File: src/rtl/pps_elapsed_timer_pkg.sv
// Shared types for the PPS elapsed-time counter.
// Latency: n/a (types and constants only).
// Backpressure: n/a.
package pps_timer_pkg;

  // Discipline state of the tick counter, as reported on pps_state.
  typedef enum logic [1:0] {
    ST_UNLOCKED = 2'd0,
    ST_LOCKED   = 2'd1,
    ST_HOLDOVER = 2'd2
  } pps_state_t;

  // Width of the saturating rejected-edge counter.
  localparam int GLITCH_W = 16;

endpackage

File: src/rtl/pps_elapsed_timer_if.sv
// Trigger-in / timestamp-out bundle between the timer and capture logic.
// Latency: timestamps appear one cycle after a trig rising edge.
// Backpressure: none; each ts_valid strobe is a 1-cycle pulse.
interface pps_elapsed_timer_if #(
  parameter int N_CH  = 4,
  parameter int CNT_W = 29,
  parameter int SEC_W = 32
);
  logic [N_CH-1:0]       trig;
  logic [N_CH-1:0]       ts_valid;
  logic [N_CH*CNT_W-1:0] ts_elapsed;
  logic [N_CH*SEC_W-1:0] ts_seconds;

  // Timer side: samples triggers, produces timestamps.
  modport master (input trig, output ts_valid, ts_elapsed, ts_seconds);
  // Capture side: raises triggers, consumes timestamps.
  modport slave  (output trig, input ts_valid, ts_elapsed, ts_seconds);
endinterface

File: src/rtl/pps_edge_sync.sv
// Synchroniser chain plus rising-edge detector for an asynchronous pulse.
// Latency: rise asserts STAGES cycles after async_in is first sampled high.
// Backpressure: none; rise is a single-cycle pulse per rising edge.
module pps_edge_sync #(
  parameter int STAGES = 2
) (
  input  logic clk,
  input  logic rst,
  input  logic async_in,
  output logic rise
);
  logic [STAGES-1:0] sync_q, sync_d;
  logic              dly_q, dly_d;

  // Shift the input through the chain; one extra flop gives the edge reference.
  always_comb begin
    sync_d = {sync_q[STAGES-2:0], async_in};
    dly_d  = sync_q[STAGES-1];
    rise   = sync_q[STAGES-1] & ~dly_q;
  end

  // Chain and delay registers.
  always_ff @(posedge clk) begin
    if (rst) begin
      sync_q <= '0;
      dly_q  <= 1'b0;
    end else begin
      sync_q <= sync_d;
      dly_q  <= dly_d;
    end
  end
endmodule

File: src/rtl/pps_elapsed_timer.sv
// PPS-disciplined tick/seconds counter with lock/holdover and trigger timestamps.
// Latency: counter reacts 2+SYNC_STAGES-1 cycles after PPS; timestamps 1 cycle after trig.
// Backpressure: none; all outputs are free-running registers or 1-cycle strobes.
module pps_elapsed_timer
  import pps_timer_pkg::*;
#(
  parameter int CNT_W       = 29,
  parameter int SEC_W       = 32,
  parameter int NOM_TICKS   = 250000000,
  parameter int TOL         = 1000,
  parameter int LOCK_N      = 3,
  parameter int SYNC_STAGES = 2,
  parameter int N_CH        = 4
) (
  input  logic                clk_250,
  input  logic                rst,
  input  logic                one_pps,
  input  logic                sec_load,
  input  logic [SEC_W-1:0]    sec_load_val,
  output logic [CNT_W-1:0]    elapsed_time,
  output logic [SEC_W-1:0]    seconds,
  output logic [CNT_W-1:0]    last_period,
  output logic [1:0]          pps_state,
  output logic                pps_locked,
  output logic                pps_missing,
  output logic [GLITCH_W-1:0] glitch_count,
  pps_elapsed_timer_if.master ts
);
  localparam int CONS_W = (LOCK_N > 1) ? $clog2(LOCK_N) : 1;

  // Period window bounds, one bit wider than the counter so period = cnt+1 never wraps.
  localparam logic [CNT_W:0]   PER_LO      = (CNT_W+1)'(NOM_TICKS - TOL);
  localparam logic [CNT_W:0]   PER_HI      = (CNT_W+1)'(NOM_TICKS + TOL);
  localparam logic [CNT_W-1:0] CNT_TIMEOUT = CNT_W'(NOM_TICKS + TOL - 1);
  localparam logic [CNT_W-1:0] CNT_WRAP    = CNT_W'(NOM_TICKS - 1);
  localparam logic [CNT_W-1:0] CNT_HALF    = CNT_W'(NOM_TICKS / 2);
  localparam logic [CNT_W-1:0] CNT_VIRT    = CNT_W'(TOL);
  localparam logic [CNT_W-1:0] CNT_MAX     = '1;

  logic pps_edge;

  pps_edge_sync #(.STAGES(SYNC_STAGES)) u_pps_sync (
    .clk      (clk_250),
    .rst      (rst),
    .async_in (one_pps),
    .rise     (pps_edge)
  );

  pps_state_t          state_q, state_d;
  logic [CNT_W-1:0]    cnt_q, cnt_d;
  logic [SEC_W-1:0]    sec_q, sec_d;
  logic [CNT_W-1:0]    last_q, last_d;
  logic [GLITCH_W-1:0] glitch_q, glitch_d;
  logic [CONS_W-1:0]   consec_q, consec_d;
  logic                missing_q, missing_d;

  logic [CNT_W:0] period;
  logic           win_good, win_early, lock_hit, timeout, sec_inc;

  // Classify the current count against the acceptance window.
  always_comb begin
    period    = {1'b0, cnt_q} + (CNT_W+1)'(1);
    win_good  = (period >= PER_LO) && (period <= PER_HI);
    win_early = (period < PER_LO);
    lock_hit  = (consec_q == CONS_W'(LOCK_N - 1));
    // An edge landing on the last tick of the window is good, so it beats the timeout.
    timeout   = (state_q == ST_LOCKED) && !pps_edge && (cnt_q == CNT_TIMEOUT);
  end

  // State register.
  always_ff @(posedge clk_250) begin
    if (rst) state_q <= ST_UNLOCKED;
    else     state_q <= state_d;
  end

  // Next-state logic for lock acquisition, loss and re-acquisition.
  always_comb begin
    state_d = state_q;
    case (state_q)
      ST_UNLOCKED: if (pps_edge && win_good && lock_hit) state_d = ST_LOCKED;
      ST_LOCKED:   if (timeout) state_d = ST_HOLDOVER;
      ST_HOLDOVER: if (pps_edge) state_d = ST_UNLOCKED;
      default:     state_d = ST_UNLOCKED;
    endcase
  end

  // State-decoded outputs.
  always_comb begin
    pps_state  = state_q;
    pps_locked = (state_q == ST_LOCKED);
  end

  // Tick counter, seconds, qualifier and statistics update per state.
  always_comb begin
    cnt_d     = cnt_q;
    sec_inc   = 1'b0;
    consec_d  = consec_q;
    last_d    = last_q;
    glitch_d  = glitch_q;
    missing_d = 1'b0;
    case (state_q)
      ST_UNLOCKED: begin
        if (pps_edge) begin
          cnt_d   = '0;
          sec_inc = 1'b1;
          if (win_good) begin
            consec_d = lock_hit ? '0 : consec_q + CONS_W'(1);
            last_d   = period[CNT_W-1:0];
          end else begin
            consec_d = '0;
          end
        end else if (cnt_q != CNT_MAX) begin
          cnt_d = cnt_q + CNT_W'(1);
        end
      end
      ST_LOCKED: begin
        if (pps_edge && win_good) begin
          cnt_d   = '0;
          sec_inc = 1'b1;
          last_d  = period[CNT_W-1:0];
        end else if (timeout) begin
          // Virtual PPS at NOM_TICKS: TOL ticks of the new second already elapsed.
          cnt_d     = CNT_VIRT;
          sec_inc   = 1'b1;
          missing_d = 1'b1;
        end else begin
          cnt_d = cnt_q + CNT_W'(1);
          if (pps_edge && win_early && (glitch_q != '1)) glitch_d = glitch_q + GLITCH_W'(1);
        end
      end
      ST_HOLDOVER: begin
        if (pps_edge) begin
          cnt_d    = '0;
          consec_d = '0;
          // Below half a period the flywheel already counted this second.
          sec_inc  = (cnt_q >= CNT_HALF);
        end else if (cnt_q == CNT_WRAP) begin
          cnt_d   = '0;
          sec_inc = 1'b1;
        end else begin
          cnt_d = cnt_q + CNT_W'(1);
        end
      end
      default: cnt_d = '0;
    endcase
    sec_d = sec_load ? sec_load_val : sec_q + SEC_W'(sec_inc);
  end

  // Datapath registers.
  always_ff @(posedge clk_250) begin
    if (rst) begin
      cnt_q     <= '0;
      sec_q     <= '0;
      last_q    <= '0;
      glitch_q  <= '0;
      consec_q  <= '0;
      missing_q <= 1'b0;
    end else begin
      cnt_q     <= cnt_d;
      sec_q     <= sec_d;
      last_q    <= last_d;
      glitch_q  <= glitch_d;
      consec_q  <= consec_d;
      missing_q <= missing_d;
    end
  end

  assign elapsed_time = cnt_q;
  assign seconds      = sec_q;
  assign last_period  = last_q;
  assign glitch_count = glitch_q;
  assign pps_missing  = missing_q;

  for (genvar i = 0; i < N_CH; i++) begin : g_ts
    logic             trig_dly_q, trig_dly_d;
    logic             vld_q, vld_d;
    logic [CNT_W-1:0] el_q, el_d;
    logic [SEC_W-1:0] sc_q, sc_d;

    // Capture the pre-update time on each trigger rising edge and hold it.
    always_comb begin
      trig_dly_d = ts.trig[i];
      vld_d      = ts.trig[i] & ~trig_dly_q;
      el_d       = vld_d ? cnt_q : el_q;
      sc_d       = vld_d ? sec_q : sc_q;
    end

    // Per-channel timestamp registers.
    always_ff @(posedge clk_250) begin
      if (rst) begin
        trig_dly_q <= 1'b0;
        vld_q      <= 1'b0;
        el_q       <= '0;
        sc_q       <= '0;
      end else begin
        trig_dly_q <= trig_dly_d;
        vld_q      <= vld_d;
        el_q       <= el_d;
        sc_q       <= sc_d;
      end
    end

    assign ts.ts_valid[i]                    = vld_q;
    assign ts.ts_elapsed[i*CNT_W +: CNT_W]   = el_q;
    assign ts.ts_seconds[i*SEC_W +: SEC_W]   = sc_q;
  end
endmodule

File: src/flat_wrapper.sv
// flat-port wrapper written by rule: the top's interface ports become plain ports
module pps_elapsed_timer_flat import pps_timer_pkg::*;
#(
  parameter int CNT_W       = 29,
  parameter int SEC_W       = 32,
  parameter int NOM_TICKS   = 250000000,
  parameter int TOL         = 1000,
  parameter int LOCK_N      = 3,
  parameter int SYNC_STAGES = 2,
  parameter int N_CH        = 4
)
  (clk_250, rst, one_pps, sec_load, sec_load_val, elapsed_time, seconds, last_period, pps_state, pps_locked, pps_missing, glitch_count, ts_trig, ts_ts_valid, ts_ts_elapsed, ts_ts_seconds);
  pps_elapsed_timer_if #(.N_CH(N_CH), .CNT_W(CNT_W), .SEC_W(SEC_W)) ts_i ();
  input  logic clk_250;
  input  logic rst;
  input  logic one_pps;
  input  logic sec_load;
  input  logic [SEC_W-1:0] sec_load_val;
  output logic [CNT_W-1:0] elapsed_time;
  output logic [SEC_W-1:0] seconds;
  output logic [CNT_W-1:0] last_period;
  output logic [1:0] pps_state;
  output logic pps_locked;
  output logic pps_missing;
  output logic [GLITCH_W-1:0] glitch_count;
  input wire logic [$bits(ts_i.trig)-1:0] ts_trig;
  output wire logic [$bits(ts_i.ts_valid)-1:0] ts_ts_valid;
  output wire logic [$bits(ts_i.ts_elapsed)-1:0] ts_ts_elapsed;
  output wire logic [$bits(ts_i.ts_seconds)-1:0] ts_ts_seconds;
  assign ts_i.trig = ts_trig;
  assign ts_ts_valid = ts_i.ts_valid;
  assign ts_ts_elapsed = ts_i.ts_elapsed;
  assign ts_ts_seconds = ts_i.ts_seconds;
  pps_elapsed_timer #(.CNT_W(CNT_W), .SEC_W(SEC_W), .NOM_TICKS(NOM_TICKS), .TOL(TOL), .LOCK_N(LOCK_N), .SYNC_STAGES(SYNC_STAGES), .N_CH(N_CH)) u_core (.clk_250(clk_250), .rst(rst), .one_pps(one_pps), .sec_load(sec_load), .sec_load_val(sec_load_val), .elapsed_time(elapsed_time), .seconds(seconds), .last_period(last_period), .pps_state(pps_state), .pps_locked(pps_locked), .pps_missing(pps_missing), .glitch_count(glitch_count), .ts(ts_i));
endmodule
File: config.mk
export PLATFORM = sky130hd
export DESIGN_NAME = pps_elapsed_timer_flat
export DESIGN_NICKNAME = d
export VERILOG_FILES = /design/src/rtl/pps_elapsed_timer_pkg.sv /design/src/rtl/pps_elapsed_timer_if.sv /design/src/rtl/pps_edge_sync.sv /design/src/rtl/pps_elapsed_timer.sv /design/src/flat_wrapper.sv
export SDC_FILE = /design/constraint.sdc
export NUM_CORES = 1
export LEC_CHECK = 0
export CAP_MARGIN = 20
export CORE_UTILIZATION = 49
export CTS_CLUSTER_DIAMETER = 30
export DETAILED_ROUTE_END_ITERATION = 8
export PLACE_DENSITY_LB_ADDON = 0.25
export SLEW_MARGIN = 20
export SYNTH_ARGS = -nofsm -noshare
export SYNTH_HDL_FRONTEND = slang
export SYNTH_SLANG_ARGS = --single-unit
export TNS_END_PERCENT = 10
File: constraint.sdc
create_clock -name clk_250 -period 5.7 [get_ports clk_250]
set_input_delay 1.14 -clock clk_250 [delete_from_list [all_inputs] [get_ports clk_250]]
set_output_delay 1.14 -clock clk_250 [all_outputs]
set_load 0.1 [all_outputs]
### Yosys cells after proc, flatten, opt, wreduce, memory -nomap -nowiden

Index checks and enable logic that the tools add are counted.

* add/sub/neg operators: 5
* multipliers: 0
* divide/modulo/power cells: 0
* magnitude comparators: 4
* eq/ne operators: 14
* shift operators: 0
* multiplexer cells: 26
* bitwise operators: 13
* reduce and logical (&&, ||, !) cells: 16

Operator list (number)
* $mux 29: 9
* $pmux 29 s3: 1
* $eq 29x28->1 const B: 2
* $pmux 29 s2: 1
* $add 32x1->32: 1
* $mux 32: 1
* $add 29x1->30 const B: 1
* $ge 30x28->1 const B: 1
* $le 30x28->1 const B: 1
* $lt 30x28->1 const B: 1
* $add 29x1->29 const B: 1
* $ge 29x27->1 const B: 1
* $ne 29x29->1 const B: 1
* $add 16x1->16 const B: 1
* $ne 16x16->1 const B: 1
* $mux 2: 6
* $ne 2x1->1 const B: 6
* $not 1->1: 8
* $reduce_and 4->1: 2
* $logic_and 1x1->1: 7
* $pmux 2 s3: 1
* $reduce_and 3->1: 2
* $and 1x1->1: 5
* $mux 1: 5
* 10 further kinds: 12

* flip-flop bits (word level): 366
* latch bits: 0
* bits in writable memories: 0
* ROM bits: 0
* bits of input ports: 40
* output and inout bits: 358
* word-level logic and storage cells: 103
* memories: 0

### Longest topological paths before layout

* depth in word-level cells: 10
* gate-level depth with buffers: 23
* depth with buffers taken out: 21

### Hierarchy

From an unflattened synthesis, not the netlist that was laid out.

* cells, all modules: 1848
* area total of the unflattened synthesis: 14635.3 um2

Modules (own cells, without submodules)
* pps_elapsed_timer: times used 1, cells each 1841, area an instance 14547.7 um2, seq. area each 7267.0 um2
* pps_edge_sync: times used 1, cells each 7, area an instance 87.6 um2, seq. area each 60.1 um2

### Least setup slack after synthesis

Ideal clock, no wire load.

* path type: register to register
* from: register u_core.cnt_q[0] (netlist: u_core.elapsed_time[0])
* to: register u_core.sec_q[26] (netlist: u_core.seconds[26])
* setup time: 59 ps
* data arrival time: 5862 ps
* data required time: 5641 ps
* setup slack: -221 ps
* cell stages (with the launch flop): 24
* path buffers: 2
* period minus slack after synthesis: 5921 ps
* path through: dfxtp_1 ha_1 clkbuf_1 nand4_1 nor4_1 xor2_1 nor4_1 nor4_1 a2111oi_2 o221a_2 nand3_1 nand3_1 ha_1 ha_1 nand3_1 or2_2 clkbuf_1 nor2_1 nand2_1 nor3_1 nand2_1 xor2_1 o21ai_0 and2_1

* cells in the longest elaborated chain, start to end: 8
* elaborated cells between the ends (all ways): 16
* those cells by class: 2 x add/sub; 3 x order compare; 2 x eq/ne; 6 x mux; 3 x reduce/logical

RTL lines
* from (decl): line pps_elapsed_timer.sv:50 `logic [CNT_W-1:0] cnt_q, cnt_d;`
* from (signal assigned): line pps_elapsed_timer.sv:159 `cnt_q <= cnt_d;`
* $add 29x1->30: line pps_elapsed_timer.sv:62 `period = {1'b0, cnt_q} + (CNT_W+1)'(1);`
* $ge 30x28->1 / $le 30x28->1 (equally long branches): line pps_elapsed_timer.sv:63 `win_good = (period >= PER_LO) && (period <= PER_HI);`
* $logic_and 1x1->1: line pps_elapsed_timer.sv:63
* $logic_and 1x1->1: line pps_elapsed_timer.sv:117 `if (pps_edge && win_good) begin`
* $mux 1: line pps_elapsed_timer.sv:117
* $pmux 1 s3 *: line pps_elapsed_timer.sv:101 `case (state_q)`
* $add 32x1->32 *: line pps_elapsed_timer.sv:146 `sec_d = sec_load ? sec_load_val : sec_q + SEC_W'(sec_inc);`
* $mux 32 *: line pps_elapsed_timer.sv:146
* to (signal assigned): line pps_elapsed_timer.sv:153 `sec_q <= '0;`
* to (signal assigned): line pps_elapsed_timer.sv:160 `sec_q <= sec_d;`
* to (decl): line pps_elapsed_timer.sv:51 `logic [SEC_W-1:0] sec_q, sec_d;`

Every way passes the cells marked *; elsewhere a longest branch is shown, timed or not.
A chain may end at the register's enable or synchronous reset.

### Final worst setup path

* from: register u_core.cnt_q[8] (netlist: u_core.elapsed_time[8])
* to: register u_core.sec_q[28] (netlist: u_core.seconds[28])

Same word-level chain as after synthesis.

==> results.yml <==
yosys:
  synthFlopType: "dfxtp_1"
  synth.distinct_cells: 66
  async_reset_ff_share_pct: 0
  synth-seq-area-share_pct: 49.42
  syn_nets: 1941
  ys_ff_latch: 366
  synth_edf_count: 0
  synth_area_um2: 14830
  yosys_warnings: 0
  syn_inst: 1895
  avgSynthCellArea_um2: 7.824
setup_path:
  cp_top_family: "simple AND/OR/NAND/NOR gates"
  cp_max_fo: 8
  cp_data_required_time_ns: 6.16
  start_kind: "flip-flop"
  r2r_cells: 20
  slowest_delay_ns: 0.57
  critical_path_class: "flip-flop to flip-flop"
  critPathBufInv: 0
  path_cells: "nand4_2 > or4_4 > or3_1 > a221o_1 > nor4_2 > and4b_1 > o221a_2 > nand3_1 > nand3_1 > ha_1 > ha_1 > nand3_1 > or2_2 > nor2_2 > nand2_1 > nor3_2 > nand2_1 > xor2_1 > o21ai_0 > and2_1"
  arrival_ns: 5.78
  cp-end-kind: "flip-flop"
  r2r_start: "u_core.elapsed_time[8]"
  r2r_setup_slack_ns: 0.38
  cp_slowest_cell: "or4_4"
  crit_cells: 20
  r2r_end: "u_core.seconds[28]"
  cp_common_cell: "nand3_1"
clock_tree:
  cts_buffer_depth: 3
  insertion_delay_ns: 0.57
  cts_tree: "done"
  cts.sinks: 366
  cts_max_level: 3
  root_buffer: "clkbuf_16"
  numCtsBuffers: 73
  hold_buffers: 0
  clk_pin_slew_worst_paths_ns: 0.05
grt:
  grt_pass1_wl_um: 82500
  antenna_found_initial: 1
  grt_pass1_vias: 14655
  overflow: 0
  grt_max_degree: 97
  grt_usage_pct: 33.84
placed_design:
  place_hpwl_um: 34960
  gp_congestion: 0.9293
  placed_cells: 2565
  io_buffers: 397
die:
  fp.dieW_um: 176.0
  ios: 398
  start_util_pct: 49.89
  core_area_um2: 29720
  die_area_um2: 30960
  die_y_um: 176.0
  rows: 63
drt:
  vias: 15325
  antenna_left: 0
  drt-pass1-iter-count: 8
  drc: 0
  drtIter0Drc: 1194
  drt_wl_total_um: 53750
  via_per_inst: 5.672
  wl_per_cell_um: 19.89
sta:
  setup_viol_count_final: 0
  min_period_ns: 5.319
  fin_crit_sh_pct: 93.32
  report.final.hold_viol_count: 0
  finalClockSkew_ns: 0.02745
  max_slew.worst_pin.slew_ns: 1.091
  max_freq_ghz: 0.1880
  slew_headroom_pct: 27.01
  fin_tns_setup_ns: 0
  drv_slew: 0
finish:
  finalCoreUtilization_pct: 73.00
  stdcell_count: 2702
  final_cell_mix: "nand2_1, clkdlybuf4s50_1, dfxtp_1"
  synthToLayoutAreaGrowth_pct: 46.32
  drive_gt1_share_pct: 10.43
  fin_nets: 2299
  fillers: 2278
  layout_commonest_cell: "nand2_1"
power:
  p_total_uw: 7702
  p_seq_share_pct: 34.7
  p_leak_uw: 0.007529
  power.net_switching_uw: 2070
  p_clk_share_pct: 56.1
  comb_power_share_pct: 9.2
  peakVddDrop_mv: 0.3215
  pwr_density_cell_nw_per_um2: 355.0
  internal_power_uw: 5632
  switching_share_pct: 26.88
worst_hold_path:
  hold_path_class: "flip-flop to flip-flop"
  worstHoldStart: "u_core.u_pps_sync.sync_q[0]"
  hold_end: "u_core.u_pps_sync.sync_q[1]"
  hold_depth: 1
flow_run:
  maxCapViolations: 0
outcome:
  outcome: "completed"
==> worst max-delay path by stage <==
stage                            startpoint            endpoint  slack [ns]
floorplan            u_core.elapsed_time[3]  u_core.seconds[26]        0.01
global placement    u_core.elapsed_time[14]  u_core.seconds[26]        0.24
detailed placement   u_core.elapsed_time[4]  u_core.seconds[30]        0.12
CTS                  u_core.elapsed_time[4]  u_core.seconds[26]        0.11
global route         u_core.elapsed_time[3]  u_core.seconds[28]      -0.005
finish               u_core.elapsed_time[8]  u_core.seconds[28]        0.38
==> Yosys cell counts, drive strengths merged (6+ instances only) <==
library cell	instances	share of area (%)
nand2	546	14
dfxtp	366	49
a21oi	289	9.8
clkbuf	157	4.0
nor2	89	2.3
nor3	35	1.2
nand3	34	1.1
or3	33	1.4
xor2	33	1.9
o21ai	30	1.0
and3	23	0.97
nand4	22	0.97
xnor2	22	1.3
nor4	20	0.89
nor2b	16	0.68
buf	15	0.52
o21a	15	0.76
o311ai	15	0.89
nand2b	12	0.51
inv	11	0.28
or2	10	0.42
a31o	9	0.53
a31oi	9	0.38
a211oi	7	0.35
and2	7	0.30
ha	6	0.51
o211ai	6	0.30
==> what timing repair did <==
| item | 4_1_cts | 5_1_grt |
|---|---|---|
| gates resized for setup | 0 | 7 |
| buffers inserted | 0 | 3 |
| endpoints found under the setup margin | 0 | 11 |
==> layout make-up <==
| class | count | area (µm²) | area share [%] |
|---|---|---|---|
| inverter | 11 | 41.29 | 0.1903 |
| tap | 390 | 488.0 | 2.249 |
| clock inverter | 47 | 553.0 | 2.549 |
| antenna | 1 | 2.502 | 0.01153 |
| timing repair buffer | 455 | 4409 | 20.32 |
| multi-input combinational | 1346 | 6884 | 31.73 |
| sequential | 366 | 7341 | 33.84 |
| clock buffer | 86 | 1976 | 9.107 |
==> layer usage <==
metal | track usage (%) | wire (µm) | vias to the layer above | part of all wire [%]
li1 | - | - | 7112 | -
met1 | 42.40 | 22050 | 7335 | 41
met2 | 54.41 | 24840 | 717 | 46
met3 | 8.161 | 4470 | 161 | 8.3
met4 | 16.70 | 2399 | 0 | 4.5
met5 | 0 | 0 | - | 0
==> power groups by stage <==
stage               combinational (µW)  sequential, µW  clock, µW
global route                       735            2670       4490
finish                             708            2670       4320
floorplan                          199            3020          0
CTS                                704            2670       4350
global placement                   696            2720          0
detailed placement                 701            2720          0
==> state kept, by name, indices dropped and copies added (netlist names) <==
signal	cells
u_core.consec_q	2
u_core.u_pps_sync.dly_q	1
u_core.glitch_count	16
u_core.g_ts.vld_q	4
u_core.elapsed_time	29
u_core.last_period	29
u_core.pps_state	2
u_core.g_ts.sc_q	128
u_core.pps_missing	1
u_core.seconds	32
u_core.u_pps_sync.sync_q	2
u_core.g_ts.el_q	116
u_core.g_ts.trig_dly_q	4
==> through the flow <==
step	worst slack [ns]	hold WS, ns	cell area (µm²)
2_1_floorplan	0.01149	0.4059	14840
3_3_place_gp	0.2407	0.4205	19100
3_5_place_dp	0.1189	0.4335	19100
4_1_cts	0.1111	0.4475	21630
5_1_grt	-0.004820	0.4654	21690
6_report	0.3807	0.4395	21690
==> cells by family after synthesis <==
family                     count (synthesis)  share of synthesized area (%)
buffers and inverters                    183                          4.776
adders and majority gates                  6                         0.5063
xor gates and xnor gates                  55                          3.249
AOI/OAI and AO/OA                        409                          15.76
and+or+nand+nor                          870                          25.87
DFF                                      366                          49.42
muxes                                      6                         0.4135
(Power assumes the default switching activity.)
